**config.mk**
```make
export PLATFORM = sky130hd
export DESIGN_NAME = square_accumulate_reconstructor
export DESIGN_NICKNAME = d
export VERILOG_FILES = /design/src/rtl/square_accumulate_reconstructor.sv
export SDC_FILE = /design/constraint.sdc
export NUM_CORES = 1
export LEC_CHECK = 0
export CAP_MARGIN = 30
export CORE_MARGIN = 2
export CORE_UTILIZATION = 45
export DETAILED_ROUTE_END_ITERATION = 8
export PLACE_DENSITY = 0.64
export SLEW_MARGIN = 30
export SYNTH_ARGS = -nofsm -noshare
export SYNTH_HDL_FRONTEND = slang
export SYNTH_SLANG_ARGS = --single-unit
export TNS_END_PERCENT = 10
```
**constraint.sdc**
```tcl
create_clock -name clk_i -period 7.8 [get_ports clk_i]
set_clock_uncertainty 0.2 [all_clocks]
set_input_delay 0.78 -clock clk_i [delete_from_list [all_inputs] [get_ports clk_i]]
set_output_delay 0.78 -clock clk_i [all_outputs]
set_load 0.02 [all_outputs]
```
**src/rtl/square_accumulate_reconstructor.sv**
```systemverilog
// Iterative squarer that rebuilds a radicand from a (root, remainder) pair and
// flags pairs that are not a canonical square-root result (remainder > 2*root).
module square_accumulate_reconstructor #(
  parameter int DATA_WIDTH = 32
) (
  input  logic                    clk_i,
  input  logic                    rst_i,
  input  logic                    clk_en_i,
  input  logic                    data_valid_i,
  input  logic [DATA_WIDTH/2-1:0] root_i,
  input  logic [DATA_WIDTH/2:0]   remainder_i,
  output logic                    ready_o,
  output logic [DATA_WIDTH-1:0]   radicand_o,
  output logic                    invalid_o,
  output logic                    data_valid_o
);

  localparam int ROOT_W     = DATA_WIDTH / 2;
  localparam int REM_W      = ROOT_W + 1;
  localparam int ACC_W      = DATA_WIDTH + 1;
  localparam int ITERATIONS = ROOT_W;
  localparam int CNT_W      = $clog2(ITERATIONS);

  typedef enum logic [1:0] {
    ST_IDLE   = 2'd0,
    ST_SQUARE = 2'd1,
    ST_ACCUM  = 2'd2
  } state_e;

  state_e                  state_q, state_d;
  logic [ACC_W-1:0]        acc_q, acc_d;
  logic [ROOT_W-1:0]       root_q, root_d;
  logic [REM_W-1:0]        rem_q, rem_d;
  logic                    invalid_q, invalid_d;
  logic [CNT_W-1:0]        cnt_q, cnt_d;
  logic                    ready_q, ready_d;
  logic [DATA_WIDTH-1:0]   radicand_q, radicand_d;
  logic                    invalid_out_q, invalid_out_d;
  logic                    valid_q, valid_d;

  // Non-canonical when the remainder exceeds twice the root.
  function automatic logic non_canonical(input logic [ROOT_W-1:0] root,
                                         input logic [REM_W-1:0]  rem);
    non_canonical = (rem > {root, 1'b0});
  endfunction

  // State and output registers; reset overrides the clock enable.
  always_ff @(posedge clk_i) begin
    if (rst_i) begin
      state_q       <= ST_IDLE;
      acc_q         <= '0;
      root_q        <= '0;
      rem_q         <= '0;
      invalid_q     <= 1'b0;
      cnt_q         <= '0;
      ready_q       <= 1'b1;
      radicand_q    <= '0;
      invalid_out_q <= 1'b0;
      valid_q       <= 1'b0;
    end else if (clk_en_i) begin
      state_q       <= state_d;
      acc_q         <= acc_d;
      root_q        <= root_d;
      rem_q         <= rem_d;
      invalid_q     <= invalid_d;
      cnt_q         <= cnt_d;
      ready_q       <= ready_d;
      radicand_q    <= radicand_d;
      invalid_out_q <= invalid_out_d;
      valid_q       <= valid_d;
    end
  end

  // Next-state logic: capture, MSB-first shift-add, then add the remainder.
  always_comb begin
    state_d       = state_q;
    acc_d         = acc_q;
    root_d        = root_q;
    rem_d         = rem_q;
    invalid_d     = invalid_q;
    cnt_d         = cnt_q;
    radicand_d    = radicand_q;
    invalid_out_d = invalid_out_q;
    valid_d       = 1'b0;

    case (state_q)
      ST_IDLE: begin
        if (data_valid_i) begin
          root_d    = root_i;
          rem_d     = remainder_i;
          acc_d     = '0;
          cnt_d     = CNT_W'(ITERATIONS - 1);
          invalid_d = non_canonical(root_i, remainder_i);
          state_d   = ST_SQUARE;
        end else begin
          state_d   = ST_IDLE;
        end
      end
      ST_SQUARE: begin
        if (root_q[cnt_q]) begin
          acc_d = {acc_q[ACC_W-2:0], 1'b0} + ACC_W'(root_q);
        end else begin
          acc_d = {acc_q[ACC_W-2:0], 1'b0};
        end
        cnt_d = cnt_q - CNT_W'(1);
        if (cnt_q == CNT_W'(0)) begin
          state_d = ST_ACCUM;
        end else begin
          state_d = ST_SQUARE;
        end
      end
      ST_ACCUM: begin
        // Truncation gives the documented modulo-2^DATA_WIDTH wrap.
        radicand_d    = acc_q[DATA_WIDTH-1:0] + DATA_WIDTH'(rem_q);
        invalid_out_d = invalid_q;
        valid_d       = 1'b1;
        state_d       = ST_IDLE;
      end
      default: begin
        state_d = ST_IDLE;
      end
    endcase

    ready_d = (state_d == ST_IDLE);
  end

  assign ready_o      = ready_q;
  assign radicand_o   = radicand_q;
  assign invalid_o    = invalid_out_q;
  assign data_valid_o = valid_q;

endmodule

```
==> results.md <==
- The flow ran to the end, and the final reports show no timing, DRC or antenna violations.
- The clock transition at the registers of the reported paths is ~0.080 ns.
- The count of buffers added on input and output ports is just over 70.
- The buffers inserted during post-CTS setup optimization is 0.
- Multiplexer cells account for around 2.4% of the synthesized area.
- The worst hold path terminates at radicand_o[3]$_SDFFE_PP0P_.
- The number of antenna violations at the first check in global routing is 0.
- From bottom edge to top edge, the die measures around 120 um.
- For the pin with the worst max-slew slack, the measured transition is between 0.8 and 0.9 ns.
- The proportion of layout cells with a drive suffix above 1 is under 10%.
- The switching part of the total power is around 27%.
- Sequential cells were found to cover 33.4% of the synthesized design area.
- Dividing the detail-routed via count by the number of cells gives between 5 and 6.
- Compared with the post-synthesis result, the final layout area differs by 17.4%.
- Before CTS, the worst setup slack after placement is approximately 4.7 ns.
- The xor and xnor area share after synthesis is between 7 and 8%.
- The number of cells produced by synthesis is around 800.
- Across all register-to-register paths, the minimum setup slack is between 4 and 5 ns.
- The number of global-route vias before repair is between 5000 and 6000.
- After synthesis the cells add up to between 6000 and 7000 um^2.
- The area used by sequential logic in the layout is 2140 um^2.
- In this run the worst hold path is classified as reg2reg.
- The final hold violation count is 0.
- Synthesis produced a netlist with a net count of between 800 and 900.
- After clock tree synthesis, the flow added hold-fix buffers numbering 0.
- The critical path is of the reg2reg type.
- The wire length per cell after detailed routing is between 15 and 20 um.
- Headroom to the max-slew limit came out at around 45%.
- The post-synthesis area per instance is 8.01 um^2.
- The arrival time at the worst endpoint is ~3.1 ns.
- The total of warnings raised by yosys is 0.
- The library cells used most frequently in the layout, excluding fill and tap cells, are 150 x nand2_1, 107 x dfxtp_1, 84 x a21oi_1.
- Routability-driven placement finished with a final weighted congestion of approximately 0.9.
- The worst register-to-register path begins at acc_q[10]$_SDFFE_PP0P_.
- The fraction of the mapped netlist area in simple logic gates is approximately a fifth.
- The global-route total usage across every layer is about a quarter.
- The master of the slowest instance on the critical path is or4b_4.
- After detailed routing, the number of remaining DRC violations is 0.
- TritonCTS built the clock tree.
- Across all layers, the routed design uses between 5000 and 6000 vias.
- The clock network accounts for between 30% and 40% of the total power.
- The wire length of the first global-routing pass is ~28000 um.
- The number of gates resized after CTS is 0.
- Walking the worst path, the cells encountered are ha_1 -> nand3_2 -> or2_0 -> or4b_4 -> a31oi_4 -> nand3_1 -> xor2_1 -> a211oi_1.
- The area of the core is between 10000 and 15000 um^2.
- The root cell of the clock tree is clkbuf_16.
- CTS built an H-tree with a depth of 3.
- Clock tree synthesis inserted a total of 9 buffers.
- The number of buffers on the longest clock path is 2.
- The endpoint identified for the worst register-to-register timing path is radicand_o[19]$_SDFFE_PP0P_.
- The final-stage net count is between 900 and 1000.
- The number of sinks driven by the clock tree is roughly 110.
- The floorplan step defined a die boundary enclosing about 15000 um^2.
- Before antenna repair, the detailed router went through 5 iterations.
- The commonest non-fill, non-tap cell in the layout is nand2_1.
- The area share of the largest cell type after synthesis is between 30% and 40%.
- In this run the power density over the cells is 158 nW/um^2.
- The antenna violation net count after detailed routing is 0.
- Counting both buffers and inverters, the worst setup path holds a total of 0.
- The maximum achievable frequency is approximately 330 MHz.
- The number of pins with negative max-slew slack in the final report is 0.
- The total of max-cap violations is 0.
- IR analysis of the VDD net gives a maximum drop of 0.114 mV.
- Cells fill around 54% of the core in the end.
- The share of the clock period used by the worst path is 38.3%.
- In this run, flip-flops and latches consume ~49% of the power.
- The element type at the critical path end is a register.
- The least setup slack across all paths after layout is slightly below 5 ns.
- Sorting the synthesized cells by area gives the leading types as dfxtp_1 33%, ha_1 9.6%, nand2_1 8.8%, a21oi_1 6.6%, xor2_1 4.0%.
- The detailed-placement wirelength estimate is about 13000 um.
- Per report_power, the combinational group accounts for ~13% of the total.
- The number of flops mapped to enable cells by yosys is 0.
- The cell-internal power is around 0.86 mW.
- The path depth of the worst reg2reg path is 8.
- The cell taking the most area after synthesis is dfxtp_1.
- The startpoint of the tightest hold check path is radicand_o[3]$_SDFFE_PP0P_.
- The instance count along the most critical hold path is 2.
- The remaining global-route overflow is 0.
- The repair_antennas step left the layout with diodes totalling 0.
- Counting distinct cell types in the post-synthesis netlist gives 60.
- In the synthesized netlist the async set-or-reset flop fraction comes to 0%.
- After the first detailed-routing iteration, the DRC count stood at 359.
- For this run, the slowest stage of the critical path takes between 0.5 and 0.6 ns.
- The most used flip-flop cell after synthesis is dfxtp_1.
- For this configuration, the core starts out at a cell density of 46.2%.
- The static leakage is between 2 and 3 nW.
- Among cell families on the critical path, the largest total delay comes from simple AND/OR/NAND/NOR gates.
- The worst-skew pair later-pin latency is roughly 0.37 ns.
- STA puts the critical path data required time at between 7 and 8 ns.
- For the finished layout, the period the worst path requires is between 2 and 3 ns.
- In the final layout, the multi-input gates occupy 4020 um^2.
- Along the worst path, the maximum fanout reaches 8.
- The boundary pin count is between 70 and 80.
- After detailed routing, the total wire length is 17100 um.
- The compound-cell area share of the yosys netlist is roughly a quarter.
- The total negative setup slack is 0 ns.
- The kind of start point of the critical path is a register.
- The layout filler cell count is ~1300.
- After Yosys synthesis, full adders, half adders and majority gates account for 10.2% of the synthesized area.
- Setup violations remaining at the end of the flow were counted as 0.
- The register bit count reported by yosys is about 110.
- The horizontal die dimension is about 120 um.
- The largest net degree at the start of global routing is 85.
- For this design the total switching power over the nets is about 0.32 mW.
- By area, the combinational part of the netlist is dominated by compound AO/OA/AOI/OAI gates.
- Setup repair after global routing left no endpoint under its margin.
- The number of core rows is 43.
[worst reg2reg max path, delay by kind of cell, from the launching register on]
kind	cells	cell delay (ns)
fa+ha+maj	1	0.47
flops	1	0.38
xor+xnor	1	0.17
compound gates	2	0.59
simple gates	4	1.09
[cell families (layout without fill, tap and decap cells)]
family,Yosys count,after routing
muxes,9,9
AOI/OAI and AO/OA,236,236
adders and majority gates,51,51
DFF,107,107
and+or+nand+nor,275,275
buffers and inverters,69,120
xor gates and xnor gates,54,54
[synth_stat cells (12+ instances only)]
cell,number
nand2_1,150
xnor2_1,25
a21oi_1,85
o21ai_0,46
clkbuf_1,34
nor2_1,50
dfxtp_1,107
a21o_1,21
nand3_1,12
ha_1,49
a211oi_1,26
xor2_1,29
inv_1,28
[flip-flops by register name, summed over array words and instances (netlist names)]
register,count
acc_q,32
radicand_o,32
rem_q,17
root_q,16
cnt_q,4
state_q,2
data_valid_o,1
invalid_o,1
invalid_q,1
ready_o,1
[per-layer routing]
layer | up-vias | share of wire, % | GRT usage (%)
li1 | 2932 | - | -
met1 | 2756 | 46 | 29.9
met2 | 149 | 48 | 41.1
met3 | 16 | 4.6 | 4.94
met4 | 0 | 1.4 | 6.04
met5 | - | 0 | 0
[how the worst max path moves through the flow]
stage	from	depth (start not counted)	to
floorplan	acc_q[10]$_SDFFE_PP0P_	9	radicand_o[25]$_SDFFE_PP0P_
global placement	clk_en_i	7	invalid_q$_SDFFE_PP0P_
detailed placement	clk_en_i	7	invalid_q$_SDFFE_PP0P_
CTS	acc_q[10]$_SDFFE_PP0P_	8	radicand_o[19]$_SDFFE_PP0P_
global route	acc_q[0]$_SDFFE_PP0P_	10	acc_q[19]$_SDFFE_PP0P_
finish	acc_q[10]$_SDFFE_PP0P_	8	radicand_o[19]$_SDFFE_PP0P_
[final cells by class]
| class | count | share of cell area, % |
|---|---|---|
| flip-flops and latches | 107 | 28.4 |
| well taps | 180 | 2.99 |
| multi-input cells | 625 | 53.4 |
| clock buffers | 11 | 3.35 |
| inverters | 28 | 1.40 |
| clock inverters | 5 | 0.598 |
| repair buffers | 76 | 9.87 |
[per-stage QoR]
step                      instances  hold WS (ns)  total power, mW  area, um^2
after floorplan                 801         0.237            0.683        6420
after global placement         1016         0.241            0.734        7230
after detailed placement       1016         0.244            0.739        7230
after CTS                      1032         0.254             1.20        7530
after global routing           1032         0.273             1.24        7530
final                          1032         0.250             1.19        7530
[power by group through the flow]
stage	registers, mW	clock network [mW]	logic [mW]
after global placement	0.590	0	0.144
after global routing	0.580	0.489	0.167
after floorplan	0.584	0	0.0985
after detailed placement	0.591	0	0.148
final	0.578	0.459	0.151
after CTS	0.578	0.471	0.149
Note: power is estimated with default switching activity, not from simulation.
